<file path="src/rtl/mem_arbiter_if.sv">
// mem_arbiter_if: requester-side and memory-side handshake bundle for mem_arbiter
interface mem_arbiter_if #(
    parameter int NUM_PORTS  = 2,
    parameter int ADDR_WIDTH = 32,
    parameter int DATA_WIDTH = 32
);
    logic [NUM_PORTS-1:0]            p_cmd_start;
    logic [NUM_PORTS-1:0]            p_cmd_write;
    logic [NUM_PORTS-1:0]            p_cmd_ready;
    logic [NUM_PORTS*ADDR_WIDTH-1:0] p_addr;
    logic [NUM_PORTS*DATA_WIDTH-1:0] p_wdata;
    logic [NUM_PORTS*DATA_WIDTH-1:0] p_wmask;
    logic [NUM_PORTS*DATA_WIDTH-1:0] p_rdata;
    logic [NUM_PORTS-1:0]            p_rdata_valid;
    logic [NUM_PORTS-1:0]            p_wdone;
    logic                            mem_cmd_start;
    logic                            mem_cmd_write;
    logic                            mem_cmd_ready;
    logic [ADDR_WIDTH-1:0]           mem_addr;
    logic [DATA_WIDTH-1:0]           mem_wdata;
    logic [DATA_WIDTH-1:0]           mem_wmask;
    logic [DATA_WIDTH-1:0]           mem_rdata;
    logic                            mem_rdata_valid;

    modport master (
        input  p_cmd_start, p_cmd_write, p_addr, p_wdata, p_wmask,
        input  mem_cmd_ready, mem_rdata, mem_rdata_valid,
        output p_cmd_ready, p_rdata, p_rdata_valid, p_wdone,
        output mem_cmd_start, mem_cmd_write, mem_addr, mem_wdata, mem_wmask
    );

    modport slave (
        output p_cmd_start, p_cmd_write, p_addr, p_wdata, p_wmask,
        output mem_cmd_ready, mem_rdata, mem_rdata_valid,
        input  p_cmd_ready, p_rdata, p_rdata_valid, p_wdone,
        input  mem_cmd_start, mem_cmd_write, mem_addr, mem_wdata, mem_wmask
    );
endinterface

</file>
<file path="src/rtl/mem_arbiter.sv">
// mem_arbiter: one-entry command slot per port, serialised onto a single memory port
module mem_arbiter #(
    parameter int NUM_PORTS  = 2,
    parameter int ADDR_WIDTH = 32,
    parameter int DATA_WIDTH = 32,
    parameter int ARB_MODE   = 0
) (
    input logic          clk,
    input logic          reset,
    mem_arbiter_if.master bus
);
    localparam int GW = NUM_PORTS > 1 ? $clog2(NUM_PORTS) : 1;

    typedef enum logic [1:0] {IDLE, ISSUE, WAIT_READ} state_t;

    state_t                               state_q, state_d;
    logic [NUM_PORTS-1:0]                 pending_q, pending_d, wr_q, wr_d;
    logic [NUM_PORTS-1:0]                 rvalid_q, rvalid_d, wdone_q, wdone_d;
    logic [NUM_PORTS-1:0][ADDR_WIDTH-1:0] addr_q, addr_d;
    logic [NUM_PORTS-1:0][DATA_WIDTH-1:0] wdata_q, wdata_d, wmask_q, wmask_d;
    logic [NUM_PORTS-1:0][DATA_WIDTH-1:0] rdata_q, rdata_d;
    logic [GW-1:0]                        grant_q, grant_d, rr_q, rr_d;
    logic [GW-1:0]                        win_lo, win_hi, win, grant_nxt;
    logic [NUM_PORTS-1:0]                 ready;
    logic                                 hi_any, sel_wr, issue, done;
    logic [ADDR_WIDTH-1:0]                sel_addr;
    logic [DATA_WIDTH-1:0]                sel_wdata, sel_wmask;

    assign ready     = ~pending_q & {NUM_PORTS{~reset}};
    assign issue     = state_q == ISSUE;
    assign grant_nxt = grant_q == GW'(NUM_PORTS - 1) ? '0 : grant_q + 1'b1;
    assign done      = (issue && bus.mem_cmd_ready && sel_wr) ||
                       (state_q == WAIT_READ && bus.mem_rdata_valid);

    // Descending scan so the lowest qualifying index is the last one written.
    always_comb begin
        win_lo = '0;
        win_hi = '0;
        hi_any = 1'b0;
        for (int p = NUM_PORTS - 1; p >= 0; p--) begin
            if (pending_q[p]) win_lo = GW'(p);
            if (pending_q[p] && GW'(p) >= rr_q) begin
                win_hi = GW'(p);
                hi_any = 1'b1;
            end
        end
        win = (ARB_MODE == 0 && hi_any) ? win_hi : win_lo;
    end

    always_comb begin
        sel_wr    = 1'b0;
        sel_addr  = '0;
        sel_wdata = '0;
        sel_wmask = '0;
        for (int p = 0; p < NUM_PORTS; p++) begin
            if (GW'(p) == grant_q) begin
                sel_wr    = wr_q[p];
                sel_addr  = addr_q[p];
                sel_wdata = wdata_q[p];
                sel_wmask = wmask_q[p];
            end
        end
    end

    always_comb begin
        state_d   = state_q;
        pending_d = pending_q;
        wr_d      = wr_q;
        addr_d    = addr_q;
        wdata_d   = wdata_q;
        wmask_d   = wmask_q;
        rdata_d   = rdata_q;
        grant_d   = grant_q;
        rr_d      = done ? grant_nxt : rr_q;
        rvalid_d  = '0;
        wdone_d   = '0;
        for (int p = 0; p < NUM_PORTS; p++) begin
            if (bus.p_cmd_start[p] && ready[p]) begin
                wr_d[p]      = bus.p_cmd_write[p];
                addr_d[p]    = bus.p_addr[p*ADDR_WIDTH +: ADDR_WIDTH];
                wdata_d[p]   = bus.p_wdata[p*DATA_WIDTH +: DATA_WIDTH];
                wmask_d[p]   = bus.p_wmask[p*DATA_WIDTH +: DATA_WIDTH];
                pending_d[p] = 1'b1;
            end
            if (done && GW'(p) == grant_q) begin
                pending_d[p] = 1'b0;
                wdone_d[p]   = issue;
                rvalid_d[p]  = !issue;
                rdata_d[p]   = issue ? rdata_q[p] : bus.mem_rdata;
            end
        end
        case (state_q)
            IDLE: if (|pending_q) begin
                grant_d = win;
                state_d = ISSUE;
            end
            ISSUE:     if (bus.mem_cmd_ready) state_d = sel_wr ? IDLE : WAIT_READ;
            WAIT_READ: if (bus.mem_rdata_valid) state_d = IDLE;
            default:   state_d = IDLE;
        endcase
    end

    always_ff @(posedge clk) begin
        if (reset) begin
            state_q   <= IDLE;
            pending_q <= '0;
            wr_q      <= '0;
            addr_q    <= '0;
            wdata_q   <= '0;
            wmask_q   <= '0;
            rdata_q   <= '0;
            grant_q   <= '0;
            rr_q      <= '0;
            rvalid_q  <= '0;
            wdone_q   <= '0;
        end else begin
            state_q   <= state_d;
            pending_q <= pending_d;
            wr_q      <= wr_d;
            addr_q    <= addr_d;
            wdata_q   <= wdata_d;
            wmask_q   <= wmask_d;
            rdata_q   <= rdata_d;
            grant_q   <= grant_d;
            rr_q      <= rr_d;
            rvalid_q  <= rvalid_d;
            wdone_q   <= wdone_d;
        end
    end

    assign bus.p_cmd_ready   = ready;
    assign bus.p_rdata       = rdata_q;
    assign bus.p_rdata_valid = rvalid_q;
    assign bus.p_wdone       = wdone_q;
    assign bus.mem_cmd_start = issue;
    assign bus.mem_cmd_write = issue && sel_wr;
    assign bus.mem_addr      = issue ? sel_addr : '0;
    assign bus.mem_wdata     = issue ? sel_wdata : '0;
    assign bus.mem_wmask     = issue ? sel_wmask : '0;
endmodule

</file>
<file path="src/flat_wrapper.sv">
// flat-port wrapper written by rule: the top's interface ports become plain ports
module mem_arbiter_flat 
#(
    parameter int NUM_PORTS  = 2,
    parameter int ADDR_WIDTH = 32,
    parameter int DATA_WIDTH = 32,
    parameter int ARB_MODE   = 0
)
  (clk, reset, bus_p_cmd_start, bus_p_cmd_write, bus_p_addr, bus_p_wdata, bus_p_wmask, bus_mem_cmd_ready, bus_mem_rdata, bus_mem_rdata_valid, bus_p_cmd_ready, bus_p_rdata, bus_p_rdata_valid, bus_p_wdone, bus_mem_cmd_start, bus_mem_cmd_write, bus_mem_addr, bus_mem_wdata, bus_mem_wmask);
  mem_arbiter_if #(.NUM_PORTS(NUM_PORTS), .ADDR_WIDTH(ADDR_WIDTH), .DATA_WIDTH(DATA_WIDTH)) bus_i ();
  input logic clk;
  input logic reset;
  input wire logic [$bits(bus_i.p_cmd_start)-1:0] bus_p_cmd_start;
  input wire logic [$bits(bus_i.p_cmd_write)-1:0] bus_p_cmd_write;
  input wire logic [$bits(bus_i.p_addr)-1:0] bus_p_addr;
  input wire logic [$bits(bus_i.p_wdata)-1:0] bus_p_wdata;
  input wire logic [$bits(bus_i.p_wmask)-1:0] bus_p_wmask;
  input wire logic [$bits(bus_i.mem_cmd_ready)-1:0] bus_mem_cmd_ready;
  input wire logic [$bits(bus_i.mem_rdata)-1:0] bus_mem_rdata;
  input wire logic [$bits(bus_i.mem_rdata_valid)-1:0] bus_mem_rdata_valid;
  output wire logic [$bits(bus_i.p_cmd_ready)-1:0] bus_p_cmd_ready;
  output wire logic [$bits(bus_i.p_rdata)-1:0] bus_p_rdata;
  output wire logic [$bits(bus_i.p_rdata_valid)-1:0] bus_p_rdata_valid;
  output wire logic [$bits(bus_i.p_wdone)-1:0] bus_p_wdone;
  output wire logic [$bits(bus_i.mem_cmd_start)-1:0] bus_mem_cmd_start;
  output wire logic [$bits(bus_i.mem_cmd_write)-1:0] bus_mem_cmd_write;
  output wire logic [$bits(bus_i.mem_addr)-1:0] bus_mem_addr;
  output wire logic [$bits(bus_i.mem_wdata)-1:0] bus_mem_wdata;
  output wire logic [$bits(bus_i.mem_wmask)-1:0] bus_mem_wmask;
  assign bus_i.p_cmd_start = bus_p_cmd_start;
  assign bus_i.p_cmd_write = bus_p_cmd_write;
  assign bus_i.p_addr = bus_p_addr;
  assign bus_i.p_wdata = bus_p_wdata;
  assign bus_i.p_wmask = bus_p_wmask;
  assign bus_i.mem_cmd_ready = bus_mem_cmd_ready;
  assign bus_i.mem_rdata = bus_mem_rdata;
  assign bus_i.mem_rdata_valid = bus_mem_rdata_valid;
  assign bus_p_cmd_ready = bus_i.p_cmd_ready;
  assign bus_p_rdata = bus_i.p_rdata;
  assign bus_p_rdata_valid = bus_i.p_rdata_valid;
  assign bus_p_wdone = bus_i.p_wdone;
  assign bus_mem_cmd_start = bus_i.mem_cmd_start;
  assign bus_mem_cmd_write = bus_i.mem_cmd_write;
  assign bus_mem_addr = bus_i.mem_addr;
  assign bus_mem_wdata = bus_i.mem_wdata;
  assign bus_mem_wmask = bus_i.mem_wmask;
  mem_arbiter #(.NUM_PORTS(NUM_PORTS), .ADDR_WIDTH(ADDR_WIDTH), .DATA_WIDTH(DATA_WIDTH), .ARB_MODE(ARB_MODE)) u_core (.clk(clk), .reset(reset), .bus(bus_i));
endmodule
</file>
<file path="config.mk">
export PLATFORM = sky130hd
export DESIGN_NAME = mem_arbiter_flat
export DESIGN_NICKNAME = d
export VERILOG_FILES = /design/src/rtl/mem_arbiter_if.sv /design/src/rtl/mem_arbiter.sv /design/src/flat_wrapper.sv
export SDC_FILE = /design/constraint.sdc
export NUM_CORES = 1
export LEC_CHECK = 0
export CORE_MARGIN = 10
export CORE_UTILIZATION = 30
export DETAILED_ROUTE_END_ITERATION = 8
export PLACE_DENSITY = 0.69
export SYNTH_ARGS = -nofsm -noshare
export SYNTH_HDL_FRONTEND = slang
export SYNTH_SLANG_ARGS = --single-unit
</file>
<file path="constraint.sdc">
create_clock -name clk -period 1.6 [get_ports clk]
set_input_delay 0.32 -clock clk [delete_from_list [all_inputs] [get_ports clk]]
set_output_delay 0.32 -clock clk [all_outputs]
set_load 0.01 [all_outputs]
</file>
Yosys cells after proc, flatten, opt, wreduce, memory -nomap -nowiden. Index checks and enable logic that the tools add are counted.

Bitwise gates (word level): 7. $add $sub $neg: 1. Eq/ne operators: 5. Muxes and demuxes: 19. $mul: 0. Shifts and indexed selects: 0. Magnitude comparators: 2. Divide/modulo/power cells: 0. Reduce and logical (&&, ||, !) cells: 22.

Operators by type and width (number): $mux 32 (6); $logic_and 1x1->1 (10); $reduce_or 2->1 (5); $mux 1 (8); $mux 2 (4); $pmux 2 s3 (1); $reduce_and 2->1 (3); $not 1->1 (5); $ne 2x2->1 const B (2); $reduce_and 3->1 (1); $and 2x2->2 (1); $eq 2x1->1 const B (1); $eq 2x2->1 const B (1); $ge 1x1->1 const A (2); $logic_not 2->1 (1); $ne 2x1->1 const B (1); $not 2->2 (1); $add 1x1->1 const B (1); $logic_not 1->1 (1); $logic_or 1x1->1 (1).

Memory bits (writable): 0. Output and inout bits: 168. Memories kept: 0. Logic and storage cells: 75. Bits in latches: 0. Bits in read-only memories: 0. Bits of input ports: 232. Flip-flop bits (word level): 268.

Logic depth before layout (Yosys ltp). Gate-level depths: netlist (run 1).

Depth in word-level cells: 7. Depth in mapped cells: 6. Mapped depth without buffers: 4.

Least setup slack after synthesis (run 1). Ideal clock, no wire load.

Path type: register -> output. Start point: register u_core.grant_q. End point: output bus_mem_addr[0]. Slack: 0.160 ns. Data arrival time: 1.120 ns. Path buffers: 3. Required time: 1.280 ns. Stages on the path, launching flop included: 6. Cell sequence: dfxtp_1 -> buf_2 -> buf_2 -> buf_4 -> mux2i_1 -> nor2_1.

Longest elaborated chain between the ends: 2.

RTL lines: start, declared (line mem_arbiter.sv:22) `logic [GW-1:0] grant_q, grant_d, rr_q, rr_d;`; start signal, assigned (line mem_arbiter.sv:124) `grant_q <= grant_d;`; $mux 32 (line mem_arbiter.sv:56) `if (GW'(p) == grant_q) begin`; $mux 32 (line mem_arbiter.sv:137) `assign bus.mem_addr = issue ? sel_addr : '0;`; end, declared (line flat_wrapper.sv:27) `output wire logic [$bits(bus_i.mem_addr)-1:0] bus_mem_addr;`.

No other way between the ends.

Worst setup path after layout (run 1).
Start point: register u_core.grant_q. End point: output bus_mem_addr[3].

Same word-level chain as after synthesis.

==> flow_summary.ini, run 1 <==
[run_status]
status = complete, but fails checks
violations = setup timing

[routing]
viasPerCell = 4.760
vias = 11120
routedWlPerCell_um = 18.86
first_pass_iters = 5
final_antenna_net_count = 0
drt_wl_total_mm = 44.04
drt_iter0_drc = 634
drc = 0

[pwr]
power_leakage_nw = 7.279
vdd_drop_max_uv = 825.8
power_frac_comb = 0.170
clockPowerShare = 0.417
swShare = 0.2473
powerDensity_mw_per_mm2 = 982.7
p_total_w = 0.01765
p_seq_frac = 0.413
intPower_w = 0.01328
p_sw_w = 0.004364

[timing]
rsz0062_at_grt = yes
fmax_ghz = 0.4541
final-hold-violation-count = 0
tightest_slew_ns = 0.9720
skew_ns = 0.009803
max-slew-margin-rel = 0.3520
setup_viol = 168
timing.final.crit_share = 1.376
slew_violations = 0
hold_ws_ns = 0.2190
fin_crit_ns = 2.202
setup_ws_ns = -0.6022

[worst_setup_path]
critical_path.endpoint = bus_mem_addr[3]
cp.buffers_inverters = 5
cp.depth = 7
cp_top_family = buffers and inverters
r2r_end = u_core.bus.p_rdata[20]
slowest_delay_ns = 0.43
critical_path_required_ns = 1.28
r2r-start = u_core.grant_q
arrival_ns = 1.88
crit_top_cell = buf_12
cpMaxStageDelayCell = dfxtp_4
crit_chain = buf_12, buf_4, buf_12, buf_8, mux2i_1, nor2_1, buf_2
path_class = reg2out
reg2reg_slack_ns = -0.30
endpoint_kind = primary output
critPathMaxFanout = 8
crit_path_start = u_core.grant_q
start_kind = flip-flop
r2r_cells = 9

[layout]
nets = 2081
finish.utilization = 0.5036
areaGrowthSynthToFinish_pct = 65.50
multi_input_area_mm2 = 0.005534
drive_above_1_share = 0.2352
postLayoutCellArea_mm2 = 0.01796
fillers = 3272
seq_area_mm2 = 0.005373

[placed_design]
hpwlAfterDp_mm = 29.02
post_dp_cell_area_mm2 = 0.01558
gp_congestion = 0.8357
portBuffers = 399
pre_cts_slack_ns = -0.2629

[logic_synthesis]
synth_edf_count = 0
synth_flop_cell = dfxtp_1
synth_nets = 1615
yosys-top-cells-count = 518 x nand2_1, 268 x dfxtp_1, 166 x o21ai_0, 102 x nor2_1, 97 x mux2i_1
ys_seq_area_frac = 0.4945
synth_top_area_frac = 0.4945
yosys.area.top_type = dfxtp_1
synth.area.top_cells = dfxtp_1 49%, nand2_1 18%, mux2i_1 8.9%, o21ai_0 7.7%, nor2_1 3.5%
yosys_warnings = 0
async_flop_share = 0
netlist_instances = 1383
netlist_area_mm2 = 0.01085
ys_seq_elements = 268
synth_most_common_cell = nand2_1
syn_area_per_cell_um2 = 7.846
ys_types = 34

[global_route]
grt_pass1_wl_mm = 61.58
gr-total-overflow = 0
grt_pass1_vias = 10870
grt_max_degree = 67
antenna_found_initial = 2
grtUsageTotal = 0.1723

[flow_run]
drv_cap = 0

[floorplan]
io_pins = 400
dieHeight_um = 210.2
coreArea_mm2 = 0.03566
rows = 69
initial_core_util = 0.3043
dieArea_mm2 = 0.04418
die_w_um = 210.2

[clock_tree]
cts_tree = done
cts-htree-levels = 1
cts-root-buf = clkbuf_16
cts_num_sinks = 268
tritoncts.num_buffers = 29
clockBufferDepth = 3
clk_pin_slew_ns = 0.06
clk_latency_ns = 0.54

[worst_hold_path]
hold_class = in2reg
worstHoldPathCells = 3
[cell families (layout without fill, tap and decap cells)]
group                  count (synthesis)  in the layout  synth area share
AOI/OAI and AO/OA                    268            268            0.1259
buffers and inverters                113            601           0.06204
DFF                                  268            268            0.4945
muxes                                 97             97           0.08948
other                                  0              3                 0
and+or+nand+nor                      637            637            0.2281
[state kept, by name (all words and copies together), names as in the netlist]
register	cells
u_core.bus.p_wdone	2
u_core.wmask_q	64
u_core.bus.p_rdata_valid	2
u_core.pending_q	2
u_core.bus.p_rdata	64
u_core.grant_q	1
u_core.wdata_q	64
u_core.addr_q	64
u_core.wr_q	2
u_core.rr_q	1
u_core.state_q	2
[power by group through the flow]
| stage | clock, W | combinational (W) | sequential (W) |
|---|---|---|---|
| 6_report | 0.00736 | 0.00300 | 0.00729 |
| 5_1_grt | 0.00776 | 0.00321 | 0.00733 |
| 4_1_cts | 0.00750 | 0.00265 | 0.00727 |
| 3_5_place_dp | 0 | 0.00238 | 0.00740 |
| 3_3_place_gp | 0 | 0.00235 | 0.00741 |
| 2_1_floorplan | 0 | 0.00110 | 0.00733 |
[per-layer routing]
| metal | part of all wire | vias to the layer above | routed length, um | track usage |
|---|---|---|---|---|
| met5 | 0 | - | 0 | 0 |
| met1 | 0.40 | 5196 | 17800 | 0.2024 |
| li1 | - | 5431 | - | - |
| met3 | 0.087 | 75 | 3849 | 0.05950 |
| met2 | 0.48 | 413 | 21040 | 0.2919 |
| met4 | 0.030 | 0 | 1341 | 0.04846 |
[repair_timing]
item | CTS | global route
setup buffers | 39 | 39
endpoints found under the hold margin | 0 | 0
hold buffers | 0 | 0
resized for setup | 438 | 305
pin swaps | 5 | 66
endpoints found under the setup margin | 168 | 166
gates cloned | 5 | 13
[cells in the final DEF (no fill, tap or decap), drive strengths merged, types with 62 or more instances in the layout]
master,count
buf,229
o21ai,196
clkdlybuf4s50,230
nand2,518
clkbuf,62
dlygate4sd2,67
mux2i,97
a21oi,64
nor2,102
dfxtp,268
[how the worst min path moves through the flow]
stage	startpoint	endpoint
CTS	reset	u_core.state_q[1]
floorplan	u_core.wmask_q[0]	u_core.wmask_q[0]
global placement	u_core.wmask_q[1]	u_core.wmask_q[1]
global route	reset	u_core.state_q[1]
finish	reset	u_core.state_q[1]
detailed placement	u_core.wmask_q[29]	u_core.wmask_q[29]
[area by class of cell]
type | instances | area share
flip-flops and latches | 268 | 0.2992
clock buffers | 44 | 0.04912
diodes | 3 | 0.0004181
well taps | 461 | 0.03212
multi-input cells | 1002 | 0.3082
inverters | 2 | 0.0008361
repair buffers | 546 | 0.3007
clock inverters | 9 | 0.009476
[worst register-to-register path, stage by stage, from the launching register on]
cell and delay, ns:
dfxtp_4 0.39, buf_12 0.16, buf_4 0.13, buf_6 0.11, buf_6 0.12, nor4bb_4 0.28, buf_6 0.19, clkbuf_16 0.21
nand2_4 0.07, a21oi_2 0.15
[metrics by stage]
step / TNS, ns / instances
after CTS: -60.16 / 2296
after global routing: -65.86 / 2332
final: -56.35 / 2335
after floorplan: 0 / 1383
after global placement: -43.26 / 2199
after detailed placement: -43.83 / 2199
(Power assumes the default switching activity.)
==> run 2, diff against run 1 <==
--- a/config.mk
+++ b/config.mk
@@ -6,9 +6,10 @@
 export NUM_CORES = 1
 export LEC_CHECK = 0
 export CORE_MARGIN = 10
-export CORE_UTILIZATION = 30
+export CORE_UTILIZATION = 45
+export CTS_CLUSTER_SIZE = 10
 export DETAILED_ROUTE_END_ITERATION = 8
-export PLACE_DENSITY = 0.69
+export PLACE_DENSITY = 0.92
 export SYNTH_ARGS = -nofsm -noshare
 export SYNTH_HDL_FRONTEND = slang
 export SYNTH_SLANG_ARGS = --single-unit
==> run 2 against run 1 <==
  * The flow still finishes with violations (setup timing)
  * Global-route usage is 8.3 points higher
  * Sequential cell count stayed put
  * Combinational power is 11% lower
  * Utilization is 19 points higher
==> flow_summary.ini, run 2 (same netlist as run 1, synthesis figures left out) <==
[run_status]
status = complete, but fails checks
violations = setup timing

[timing]
final-hold-violation-count = 0
rsz0062_at_grt = yes
setup_ws_ns = -0.4994
max-slew-margin-rel = 0.4831
setup_viol = 112
fin_crit_ns = 2.099
skew_ns = 0.02280
tightest_slew_ns = 0.7753
slew_violations = 0
timing.final.crit_share = 1.312
fmax_ghz = 0.4763

[clock_tree]
clk_pin_slew_ns = 0.05
cts_num_sinks = 268
clockBufferDepth = 3
tritoncts.num_buffers = 31
cts_hold_buf = 0
clk_latency_ns = 0.56
cts_tree = done
cts-htree-levels = 1
cts-root-buf = clkbuf_16

[layout]
nets = 2037
final_cell_mix = 518 x nand2_1, 266 x dfxtp_1, 230 x clkdlybuf4s50_1
multi_input_area_mm2 = 0.005034
areaGrowthSynthToFinish_pct = 51.37
postLayoutCellArea_mm2 = 0.01642
mostFrequentLayoutCell = nand2_1
fillers = 1631
drive_above_1_share = 0.1557
seq_area_mm2 = 0.005370

[pwr]
intPower_w = 0.01204
swShare = 0.2545
power_frac_comb = 0.165
power_leakage_nw = 6.539
p_seq_frac = 0.452
clockPowerShare = 0.383
powerDensity_mw_per_mm2 = 983.5
p_sw_w = 0.004111
vdd_drop_max_uv = 997.2

[worst_setup_path]
r2r-start = u_core.grant_q
endpoint_kind = primary output
r2r_cells = 7
path_class = reg2out
crit_path_start = u_core.grant_q
arrival_ns = 1.78
start_kind = flip-flop
critPathMaxFanout = 8
r2r_end = u_core.bus.p_rdata[24]
reg2reg_slack_ns = -0.07
critical_path_required_ns = 1.28
critical_path.endpoint = bus_mem_wdata[9]

[floorplan]
initial_core_util = 0.4595
rows = 56
die_w_um = 175.3
dieHeight_um = 175.3
io_pins = 400
dieArea_mm2 = 0.03072
coreArea_mm2 = 0.02361

[placed_design]
hpwlAfterDp_mm = 28.60
gp_congestion = 0.8768
pre_cts_slack_ns = -0.3889
post_dp_cell_area_mm2 = 0.01536
portBuffers = 399

[global_route]
grt_max_degree = 67
gr-total-overflow = 0
antenna_found_initial = 6
grtUsageTotal = 0.2552
grt_pass1_wl_mm = 63.63
grt_pass1_vias = 11800

[routing]
vias = 11560
drt_wl_total_mm = 43.08
drc = 0
first_pass_iters = 5
routedWlPerCell_um = 20.18
final_antenna_net_count = 0
viasPerCell = 5.413
drt_iter0_drc = 973

[flow_run]
drv_cap = 0

[worst_hold_path]
hold_class = in2reg
[run 2: changes by cell type in the layout (fill, tap and decap cells not counted), moves of 5 or more]
cell	previous run	this run
buf_4	61	53
clkbuf_2	9	15
bufinv_16	5	0
nor2_4	8	0
buf_6	45	18
clkbuf_8	10	3
nor2_1	88	100
buf_8	12	2
nand2_1	468	518
nand2_2	18	0
nand2_4	32	0
a21oi_2	44	13
a21oi_1	20	51
[run 2: power groups by stage]
stage          clock (W)  sequential (W)  combinational [W]
3_5_place_dp           0         0.00742            0.00231
4_1_cts          0.00623         0.00728            0.00254
2_1_floorplan          0         0.00733            0.00110
5_1_grt          0.00652         0.00733            0.00285
3_3_place_gp           0         0.00740            0.00225
6_report         0.00619         0.00730            0.00266
[run 2: stage by stage]
step / power, W / std cells / utilization / setup TNS, ns / hold WS [ns]
after floorplan: 0.008434 / 1383 / - / 0 / 0.4277
after global placement: 0.009655 / 2054 / 0.6505 / -42.63 / 0.4354
after detailed placement: 0.009727 / 2054 / 0.6505 / -47.40 / 0.4430
after CTS: 0.01605 / 2116 / 0.6860 / -41.15 / 0.2171
after global routing: 0.01670 / 2135 / 0.6956 / -44.83 / 0.2482
final: 0.01615 / 2135 / 0.6956 / -36.61 / 0.2453
[run 2: worst min-delay path by stage]
stage,startpoint,cells after the start,endpoint
final,reset,3,u_core.grant_q
after global routing,reset,3,u_core.grant_q
after global placement,u_core.wmask_q[2],2,u_core.wmask_q[2]
after CTS,reset,3,u_core.grant_q
after floorplan,u_core.wmask_q[0],2,u_core.wmask_q[0]
after detailed placement,u_core.wmask_q[46],2,u_core.wmask_q[46]
[run 2: worst max-delay path: stages, from the launching register on]
cell and delay, ns:
dfxtp_4 0.37, buf_12 0.16, buf_12 0.14, buf_6 0.11
mux2i_4 0.25, nor2_1 0.06, buf_2 0.14
[run 2: layout make-up]
class / count / area share
flip-flops and latches: 268 / 0.3270
clock buffers: 37 / 0.05043
multi-input cells: 1002 / 0.3065
well taps: 319 / 0.02430
diodes: 5 / 0.0007618
repair buffers: 500 / 0.2893
inverters: 2 / 0.0009141
clock inverters: 2 / 0.0008380
[run 2: per-layer routing]
layer,global-route usage,vias to the layer above,part of all wire,routed length (um)
li1,-,5324,-,-
met1,0.2696,5362,0.35,15210
met2,0.4440,711,0.48,20780
met3,0.08342,158,0.10,4464
met4,0.1360,2,0.061,2613
met5,0,-,0.00026,11
[run 2: repair_timing]
item / CTS / global route
hold endpoints to repair: 0 / 0
setup endpoints to repair: 172 / 129
cloned: 5 / 4
pin swaps: 4 / 28
buffers inserted: 18 / 15
gates resized for setup: 460 / 82
